## config.mk

```make
export PLATFORM = sky130hd
export DESIGN_NAME = io_port_bank
export DESIGN_NICKNAME = d
export VERILOG_FILES = /design/src/rtl/io_pkg.sv /design/src/rtl/in_capture.sv /design/src/rtl/io_port_bank.sv
export SDC_FILE = /design/constraint.sdc
export NUM_CORES = 1
export LEC_CHECK = 0
export ABC_AREA = 1
export CORE_ASPECT_RATIO = 0.9
export CORE_MARGIN = 1.5
export CORE_UTILIZATION = 45
export DETAILED_ROUTE_END_ITERATION = 16
export PLACE_DENSITY = 0.84
export SETUP_SLACK_MARGIN = 0.1
export SLEW_MARGIN = 40
export SYNTH_ARGS = -nofsm -noshare
export SYNTH_HDL_FRONTEND = slang
export SYNTH_HIERARCHICAL = 1
export SYNTH_SLANG_ARGS = --single-unit
```

## constraint.sdc

```tcl
create_clock -name clk -period 3.05 [get_ports clk]
set_clock_uncertainty 0.15 [all_clocks]
set_input_delay 0.305 -clock clk [delete_from_list [all_inputs] [get_ports clk]]
set_output_delay 0.305 -clock clk [all_outputs]
set_load 0.01 [all_outputs]
```

## src/rtl/io_pkg.sv

```systemverilog
// Shared constants for the I/O port bank: stall/overwrite mode encoding,
// port-count limit and status-word field placement.
package io_pkg;

    localparam int MAX_PORTS = 8;

    typedef enum logic {
        BLK_OVERWRITE = 1'b0,
        BLK_STALL     = 1'b1
    } blk_mode_e;

    // Status word layout, LSB first: out_valid, out_ovr, in_full, in_ovr.
    function automatic int stat_oovr_off(input int n_out);
        return n_out;
    endfunction

    function automatic int stat_full_off(input int n_out);
        return 2 * n_out;
    endfunction

    function automatic int stat_iovr_off(input int n_out, input int n_in);
        return 2 * n_out + n_in;
    endfunction

    function automatic int stat_width(input int n_out, input int n_in);
        return 2 * (n_out + n_in);
    endfunction

endpackage

```

## src/rtl/in_capture.sv

```systemverilog
// One strobed input channel: 2-FF strobe synchroniser, rising-edge capture
// into a holding register, full and sticky overrun flags.
module in_capture
    import io_pkg::*;
#(
    parameter int DATA_W = 8
) (
    input  logic              clk,
    input  logic              rst,
    input  logic              strobe,
    input  logic [DATA_W-1:0] data,
    input  logic              consume,
    input  logic              ovr_clr,
    output logic [DATA_W-1:0] hold,
    output logic              full,
    output logic              ovr
);

    logic [2:0]        sync_q, sync_d;
    logic [DATA_W-1:0] hold_q, hold_d;
    logic              full_q, full_d;
    logic              ovr_q, ovr_d;
    logic              capture;

    // sync_q[1] is the synchronised strobe; sync_q[2] is its previous value.
    always_comb begin
        sync_d  = {sync_q[1:0], strobe};
        capture = sync_q[1] & ~sync_q[2];
        hold_d  = hold_q;
        full_d  = full_q;
        ovr_d   = ovr_clr ? 1'b0 : ovr_q;
        if (capture) begin
            if (!full_q || consume) begin
                hold_d = data;
                full_d = 1'b1;
            end else begin
                ovr_d = 1'b1;
            end
        end else if (consume) begin
            full_d = 1'b0;
        end
    end

    always_ff @(posedge clk or posedge rst) begin
        if (rst) begin
            sync_q <= '0;
            hold_q <= '0;
            full_q <= 1'b0;
            ovr_q  <= 1'b0;
        end else begin
            sync_q <= sync_d;
            hold_q <= hold_d;
            full_q <= full_d;
            ovr_q  <= ovr_d;
        end
    end

    assign hold = hold_q;
    assign full = full_q;
    assign ovr  = ovr_q;

endmodule

```

## src/rtl/io_port_bank.sv

```systemverilog
// CPU-bus I/O unit: N_OUT handshaked output ports, N_IN strobed input ports
// and a pollable status word.
module io_port_bank
    import io_pkg::*;
#(
    parameter int DATA_W   = 8,
    parameter int BUS_W    = 16,
    parameter int N_OUT    = 2,
    parameter int N_IN     = 2,
    parameter int BLOCKING = 1,
    parameter int SEL_W    = 3
) (
    input  logic                    clk,
    input  logic                    rst,
    input  logic [SEL_W-1:0]        port_sel,
    input  logic                    out_we,
    input  logic                    in_oe,
    input  logic                    stat_oe,
    input  logic [BUS_W-1:0]        bus_in,
    output logic [BUS_W-1:0]        bus_out,
    output logic                    stall,
    output logic [N_OUT*DATA_W-1:0] out_data,
    output logic [N_OUT-1:0]        out_valid,
    input  logic [N_OUT-1:0]        out_ack,
    input  logic [N_IN*DATA_W-1:0]  in_data,
    input  logic [N_IN-1:0]         in_strobe
);

    localparam bit STALL_MODE = (BLOCKING == int'(BLK_STALL));
    localparam int STAT_W     = stat_width(N_OUT, N_IN);
    localparam int OOVR_OFF   = stat_oovr_off(N_OUT);
    localparam int FULL_OFF   = stat_full_off(N_OUT);
    localparam int IOVR_OFF   = stat_iovr_off(N_OUT, N_IN);

    logic                    stat_rd;
    logic [N_OUT-1:0]        we_hit;
    logic [N_OUT-1:0]        busy;
    logic [N_OUT-1:0]        out_valid_q;
    logic [N_OUT-1:0]        out_ovr_q;
    logic [N_IN-1:0]         in_consume;
    logic [N_IN-1:0]         in_full;
    logic [N_IN-1:0]         in_ovr;
    logic [DATA_W-1:0]       in_hold [N_IN];
    logic [STAT_W-1:0]       stat_word;

    // A status read only counts when no input read claims the bus.
    assign stat_rd = stat_oe & ~in_oe;

    generate
        if (DATA_W < BUS_W) begin : g_bus_hi
            logic unused_bus_hi;
            assign unused_bus_hi = ^bus_in[BUS_W-1:DATA_W];
        end
    endgenerate

    for (genvar p = 0; p < N_OUT; p++) begin : g_out
        logic [DATA_W-1:0] data_q, data_d;
        logic              valid_q, valid_d;
        logic              ovr_q, ovr_d;

        assign we_hit[p] = out_we && (port_sel == SEL_W'(p));
        assign busy[p]   = valid_q & ~out_ack[p];

        // Overwrite mode accepts into a busy port and records the overrun.
        always_comb begin
            data_d  = data_q;
            valid_d = valid_q;
            ovr_d   = stat_rd ? 1'b0 : ovr_q;
            if (we_hit[p] && (!busy[p] || !STALL_MODE)) begin
                data_d  = bus_in[DATA_W-1:0];
                valid_d = 1'b1;
                if (busy[p]) begin
                    ovr_d = 1'b1;
                end
            end else if (out_ack[p]) begin
                valid_d = 1'b0;
            end
        end

        always_ff @(posedge clk or posedge rst) begin
            if (rst) begin
                data_q  <= '0;
                valid_q <= 1'b0;
                ovr_q   <= 1'b0;
            end else begin
                data_q  <= data_d;
                valid_q <= valid_d;
                ovr_q   <= ovr_d;
            end
        end

        assign out_valid_q[p]                = valid_q;
        assign out_ovr_q[p]                  = ovr_q;
        assign out_data[p*DATA_W +: DATA_W]  = data_q;
    end

    for (genvar q = 0; q < N_IN; q++) begin : g_in
        assign in_consume[q] = in_oe && (port_sel == SEL_W'(q));

        in_capture #(
            .DATA_W (DATA_W)
        ) u_cap (
            .clk     (clk),
            .rst     (rst),
            .strobe  (in_strobe[q]),
            .data    (in_data[q*DATA_W +: DATA_W]),
            .consume (in_consume[q]),
            .ovr_clr (stat_rd),
            .hold    (in_hold[q]),
            .full    (in_full[q]),
            .ovr     (in_ovr[q])
        );
    end

    assign out_valid = out_valid_q;
    assign stall     = STALL_MODE && |(we_hit & busy);

    always_comb begin
        stat_word                      = '0;
        stat_word[0 +: N_OUT]          = out_valid_q;
        stat_word[OOVR_OFF +: N_OUT]   = out_ovr_q;
        stat_word[FULL_OFF +: N_IN]    = in_full;
        stat_word[IOVR_OFF +: N_IN]    = in_ovr;
    end

    // Out-of-range port_sel leaves bus_out at zero.
    always_comb begin
        bus_out = '0;
        if (in_oe) begin
            for (int q = 0; q < N_IN; q++) begin
                if (port_sel == SEL_W'(q)) begin
                    bus_out[DATA_W-1:0] = in_hold[q];
                end
            end
        end else if (stat_oe) begin
            bus_out[STAT_W-1:0] = stat_word;
        end
    end

endmodule

```

== After elaboration in Yosys (flattened, before gate mapping) ==
Index checks and enable logic that the tools add are counted.

* Equal/unequal tests: 3
* Mux-type cells: 26
* Bitwise gates (word level): 11
* Reduce and logical (&&, ||, !) cells: 22

{| class="wikitable"
|+ Operators by type and width
! cell !! count
|-
| 8-bit 2-to-1 mux || 4
|-
| 1-bit 2-to-1 mux || 22
|-
| 2-bit AND reduction || 4
|-
| 2-bit nonzero test || 4
|-
| 1-bit logical AND || 6
|-
| 1-bit bitwise AND || 5
|-
| 1-bit inverter || 5
|-
| 1-bit logical NOT || 4
|-
| 2-bit inequality test, second input constant || 2
|-
| 3-bit by 1-bit == test with 1-bit output, second input constant || 1
|-
| 3-bit logical NOT || 1
|-
| 2-bit bitwise AND || 1
|-
| 1-bit logical OR || 2
|-
| 2-bit OR reduction || 1
|}

* Register bits after elaboration: 46
* Bits of input ports: 44
* Output and inout bits: 35
* Logic and storage cells: 76

== Depth between registers and ports, before layout ==
Gate-level depths: netlist of the first run.

* Word-level depth: 5
* Depth in mapped cells: 9

== Modules after synthesis ==
The synthesis of the first run kept the hierarchy.

{| class="wikitable"
|+ Modules (own cells, without submodules)
! module !! times used !! cells each !! area an instance (um2)
|-
| io_port_bank || 1 || 148 || 1188.6
|-
| in_capture || 2 || 50 || 498.0
|}

== Worst setup path after synthesis of the first run ==
OpenSTA, ideal clock, no wires.

* Path kind: input -> output
* Start point: in in_oe
* End point: out bus_out[1]
* Arrival: 0.947 ns
* Data required time: 2.595 ns
* Setup slack: 1.648 ns
* Stages: 5
* Buffers on the path: 2
* Cell sequence: buf_2 > nor2_1 > buf_2 > nand2_1 > nand3_1

* Longest elaborated chain between the ends: 1

{| class="wikitable"
|+ Ends and longest elaborated chain
! what !! line !! source
|-
| start: declaration || io_port_bank.sv:17 || <nowiki>input logic in_oe,</nowiki>
|-
| 8-bit 2-to-1 mux || io_port_bank.sv:129 || <nowiki>if (in_oe) begin</nowiki>
|-
| end: declaration || io_port_bank.sv:20 || <nowiki>output logic [BUS_W-1:0] bus_out,</nowiki>
|}

No other way between the ends.

== Worst setup path after layout of the first run ==
* Start point: in port_sel[0]
* End point: out stall

* Longest elaborated chain between the ends: 4

{| class="wikitable"
|+ Ends and longest elaborated chain
! what !! line !! source
|-
| start: declaration || io_port_bank.sv:15 || <nowiki>input logic [SEL_W-1:0] port_sel,</nowiki>
|-
| 3-bit by 1-bit == test with 1-bit output / 3-bit logical NOT (equally long branches) || io_port_bank.sv:61 || <nowiki>assign we_hit[p] = out_we && (port_sel == SEL_W'(p));</nowiki>
|-
| 1-bit logical AND || io_port_bank.sv:61 ||
|-
| 2-bit bitwise AND (*) || io_port_bank.sv:116 || <nowiki>assign stall = STALL_MODE && |(we_hit & busy);</nowiki>
|-
| 2-bit OR reduction (*) || io_port_bank.sv:116 ||
|-
| end: declaration || io_port_bank.sv:21 || <nowiki>output logic stall,</nowiki>
|}

Every way passes the cells marked *; elsewhere a longest branch is shown, timed or not.

==> flow_metrics.py, run 1 <==
metrics = {
    "power": {
        "swShare_pct": 26.71,
        "combPwrFrac_pct": 22.2,
        "powerDensity_nw_per_um2": 547.7,
        "power.leakage_nw": 1.430,
        "clock_power_share_pct": 28.4,
        "p_seq_share_pct": 49.4,
        "intPower_mw": 1.168,
        "p_switching_mw": 0.4257,
        "vdd_ir_drop_max_mv": 0.3352,
        "finalPower_mw": 1.594,
    },
    "final_layout": {
        "diodes": 0,
        "layoutNonFillerInstCount": 372,
        "final_core_util_pct": 64.01,
        "drive_gt1_share_pct": 8.065,
        "fin_nets": 354,
        "syn_to_final_growth_pct": 33.22,
        "fillers": 403,
    },
    "setup_path": {
        "crit_chain": "clkdlybuf4s50_1 -> nand2_1 -> nor2_2 -> nand2_1 -> o21ai_1 -> clkdlybuf4s50_1",
        "r2r-end": "g_out[1].data_q[7]$_DFFE_PP0P_",
        "cp.required_ps": 2590,
        "critPathCaptureType": "output port",
        "crit_family": "buffers and inverters",
        "worstPathMaxFanout": 11,
        "critPathArrivalTime_ps": 2200,
        "r2r-start": "g_out[1].valid_q$_DFFE_PP0P_",
        "reg2reg_setup_slack_ps": 1710,
        "slowest_delay_ps": 580,
        "criticalPathCategory": "in2out",
        "reg2reg_depth": 4,
        "path_buf_inv": 2,
        "endpoint": "stall",
        "crit_path_start": "port_sel[0]",
        "path_depth": 6,
        "critPathLaunchType": "primary input",
        "crit_slowest_cell": "clkdlybuf4s50_1",
    },
    "placed_design": {
        "dpl.hpwl_um": 3562,
        "io_buffers": 62,
        "preCtsSetupSlack_ps": 413.2,
        "place_inst": 365,
        "gp_congestion": 0.8390,
    },
    "logic_synthesis": {
        "synth_ff_type": "dfrtp_1",
        "yosysSeqAreaShare_pct": 52.69,
        "yosysMostFrequentCell": "nand2_1",
        "synthTopCellsByCount": "nand2_1 (103), dfrtp_1 (46), nand3_1 (26)",
        "async_reset_ff_share_pct": 100.0,
        "syn_inst": 248,
        "yosys_warnings": 6,
        "yosysTopAreaCellShare_pct": 52.69,
        "avgSynthCellArea_um2": 8.809,
        "synth.distinct_cells": 19,
        "synth_area_um2": 2185,
        "yosys-top-cells-area": "dfrtp_1 (53%), nand2_1 (18%), nand3_1 (6.0%)",
        "synth-seq-cells": 46,
        "yosys.area.top_type": "dfrtp_1",
        "synth_edf_count": 0,
    },
    "clock_tree": {
        "cts.sinks": 46,
        "post-cts-setup-buffers": 0,
        "cts_tree": "built",
        "numCtsBuffers": 5,
        "ctsHoldBuffers": 0,
        "insertion_delay_ps": 290,
        "cts.clk_slew.worst_paths_ps": 80,
        "htree_levels": 2,
        "cts_resized": 0,
        "cts-root-buf": "clkbuf_8",
        "cts_buffer_depth": 2,
    },
    "die": {
        "start_util_pct": 48.05,
        "core_um2": 4547,
        "ioPinCount": 79,
        "chipHeight_um": 69.10,
        "chipWidth_um": 76.45,
        "rows": 23,
        "die_area_um2": 5282,
    },
    "sta": {
        "setup_viol": 0,
        "slew-limit-headroom_pct": 54.18,
        "fin_crit_sh_pct": 86.92,
        "setup_ws_ps": 398.9,
        "max_clock_freq_mhz": 377.2,
        "tightest_slew_ps": 683.0,
        "fin_crit_ps": 2651,
        "tns_ps": 0,
        "drv_slew": 0,
        "rsz0062_at_grt": "false",
        "hold_viol_final": 0,
    },
    "route": {
        "wire_per_inst_um": 12.31,
        "num_vias": 1812,
        "drc": 0,
        "routed_wl_um": 4580,
        "ant_nets": 0,
        "viasPerCell": 4.871,
        "first_iter_violations": 57,
        "drtPass1Iterations": 4,
    },
    "global_route": {
        "grt_max_degree": 21,
        "grt_pass1_vias": 1693,
        "overflow": 0,
        "grt_pass1_wl_um": 7838,
        "grt_usage_pct": 18.76,
        "antenna_found_initial": 0,
    },
    "job": {
        "cap_viol_max_count": 0,
    },
    "min_path": {
        "hold_class": "reg2reg",
    },
    "status": {
        "status": "finished, final reports clean",
    },
}
power by group through the flow:
stage / combinational [mW] / sequential, mW / clock [mW]
after detailed placement: 0.357 / 0.797 / 0
final: 0.354 / 0.787 / 0.453
after global routing: 0.396 / 0.799 / 0.483
after CTS: 0.359 / 0.787 / 0.461
after global placement: 0.347 / 0.794 / 0
after floorplan: 0.172 / 0.805 / 0
placed cells by master, fill, tap and decap left out, types with 2 or more instances in the layout:
cell	synthesis	routed
buf_4	11	4
nor2_1	3	3
nand2_4	3	3
nand4_1	15	15
inv_1	19	18
nand2_1	103	103
nor2_4	5	5
nand3_1	26	26
clkdlybuf4s50_1	0	62
conb_1	1	8
nand4_4	2	2
clkbuf_8	0	6
dfrtp_1	46	46
o21ai_1	3	3
flip-flops by register name (all words and copies together), names as in the netlist:
name and count:
g_out.ovr_q 2, g_in.u_cap/hold 16, g_in.u_cap/full 2, g_in.u_cap/ovr 2, g_out.valid_q 2, g_out.data_q 16, g_in.u_cap/sync_q 6
per-stage QoR:
step / hold WS, ps / instance area [um2]
finish: 210.3 / 2910
global placement: 187.9 / 2798
detailed placement: 187.8 / 2798
floorplan: 31.96 / 2211
global route: 224.6 / 2910
CTS: 216.0 / 2910
cell type report:
class | count | area (um2) | share of cell area (%)
clock inverter | 1 | 30.03 | 1.032
tap | 62 | 77.57 | 2.666
sequential | 46 | 1151 | 39.55
inverter | 20 | 75.07 | 2.580
timing repair buffer | 66 | 650.6 | 22.36
clock buffer | 6 | 82.58 | 2.837
multi-input combinational | 171 | 843.3 | 28.98
how the worst min path moves through the flow:
stage / from / end / slack [ps] / cells after the start
finish: g_in[0].u_cap/sync_q[0]$_DFF_PP0_ / g_in[0].u_cap/sync_q[1]$_DFF_PP0_ / 210 / 0
global route: g_in[0].u_cap/sync_q[0]$_DFF_PP0_ / g_in[0].u_cap/sync_q[1]$_DFF_PP0_ / 220 / 0
CTS: g_in[0].u_cap/sync_q[0]$_DFF_PP0_ / g_in[0].u_cap/sync_q[1]$_DFF_PP0_ / 220 / 0
detailed placement: g_in[0].u_cap/sync_q[0]$_DFF_PP0_ / g_in[0].u_cap/sync_q[1]$_DFF_PP0_ / 190 / 0
global placement: g_in[0].u_cap/sync_q[0]$_DFF_PP0_ / g_in[0].u_cap/sync_q[1]$_DFF_PP0_ / 190 / 0
floorplan: rst / g_in[0].u_cap/full$_DFFE_PP0P_ / 30 / 1
layer usage:
layer / global-route usage [%] / part of all wire, % / vias to the layer above
li1: - / - / 897
met1: 24.25 / 42 / 837
met2: 31.15 / 49 / 68
met3: 5.166 / 7.5 / 10
met4: 4.938 / 1.3 / 0
met5: 0 / 0 / -
cell families (layout without fill, tap and decap cells):
family,after synthesis,in the layout,share of synthesized area [%]
AOI/OAI and AO/OA,3,3,0.6871
buffers and inverters,38,93,9.908
DFF,46,46,52.69
other,1,8,0.1717
and+or+nand+nor,160,160,36.54
Note: power is estimated with default switching activity, not from simulation.
==> run 2: changes to the inputs <==
--- a/config.mk
+++ b/config.mk
@@ -9,6 +9,7 @@
 export CORE_ASPECT_RATIO = 0.9
 export CORE_MARGIN = 1.5
 export CORE_UTILIZATION = 45
+export CTS_CLUSTER_DIAMETER = 100
 export DETAILED_ROUTE_END_ITERATION = 16
 export PLACE_DENSITY = 0.84
 export SETUP_SLACK_MARGIN = 0.1
==> results of run 2 <==
The final DEF is identical to that of run 1; final timing and power are the same.
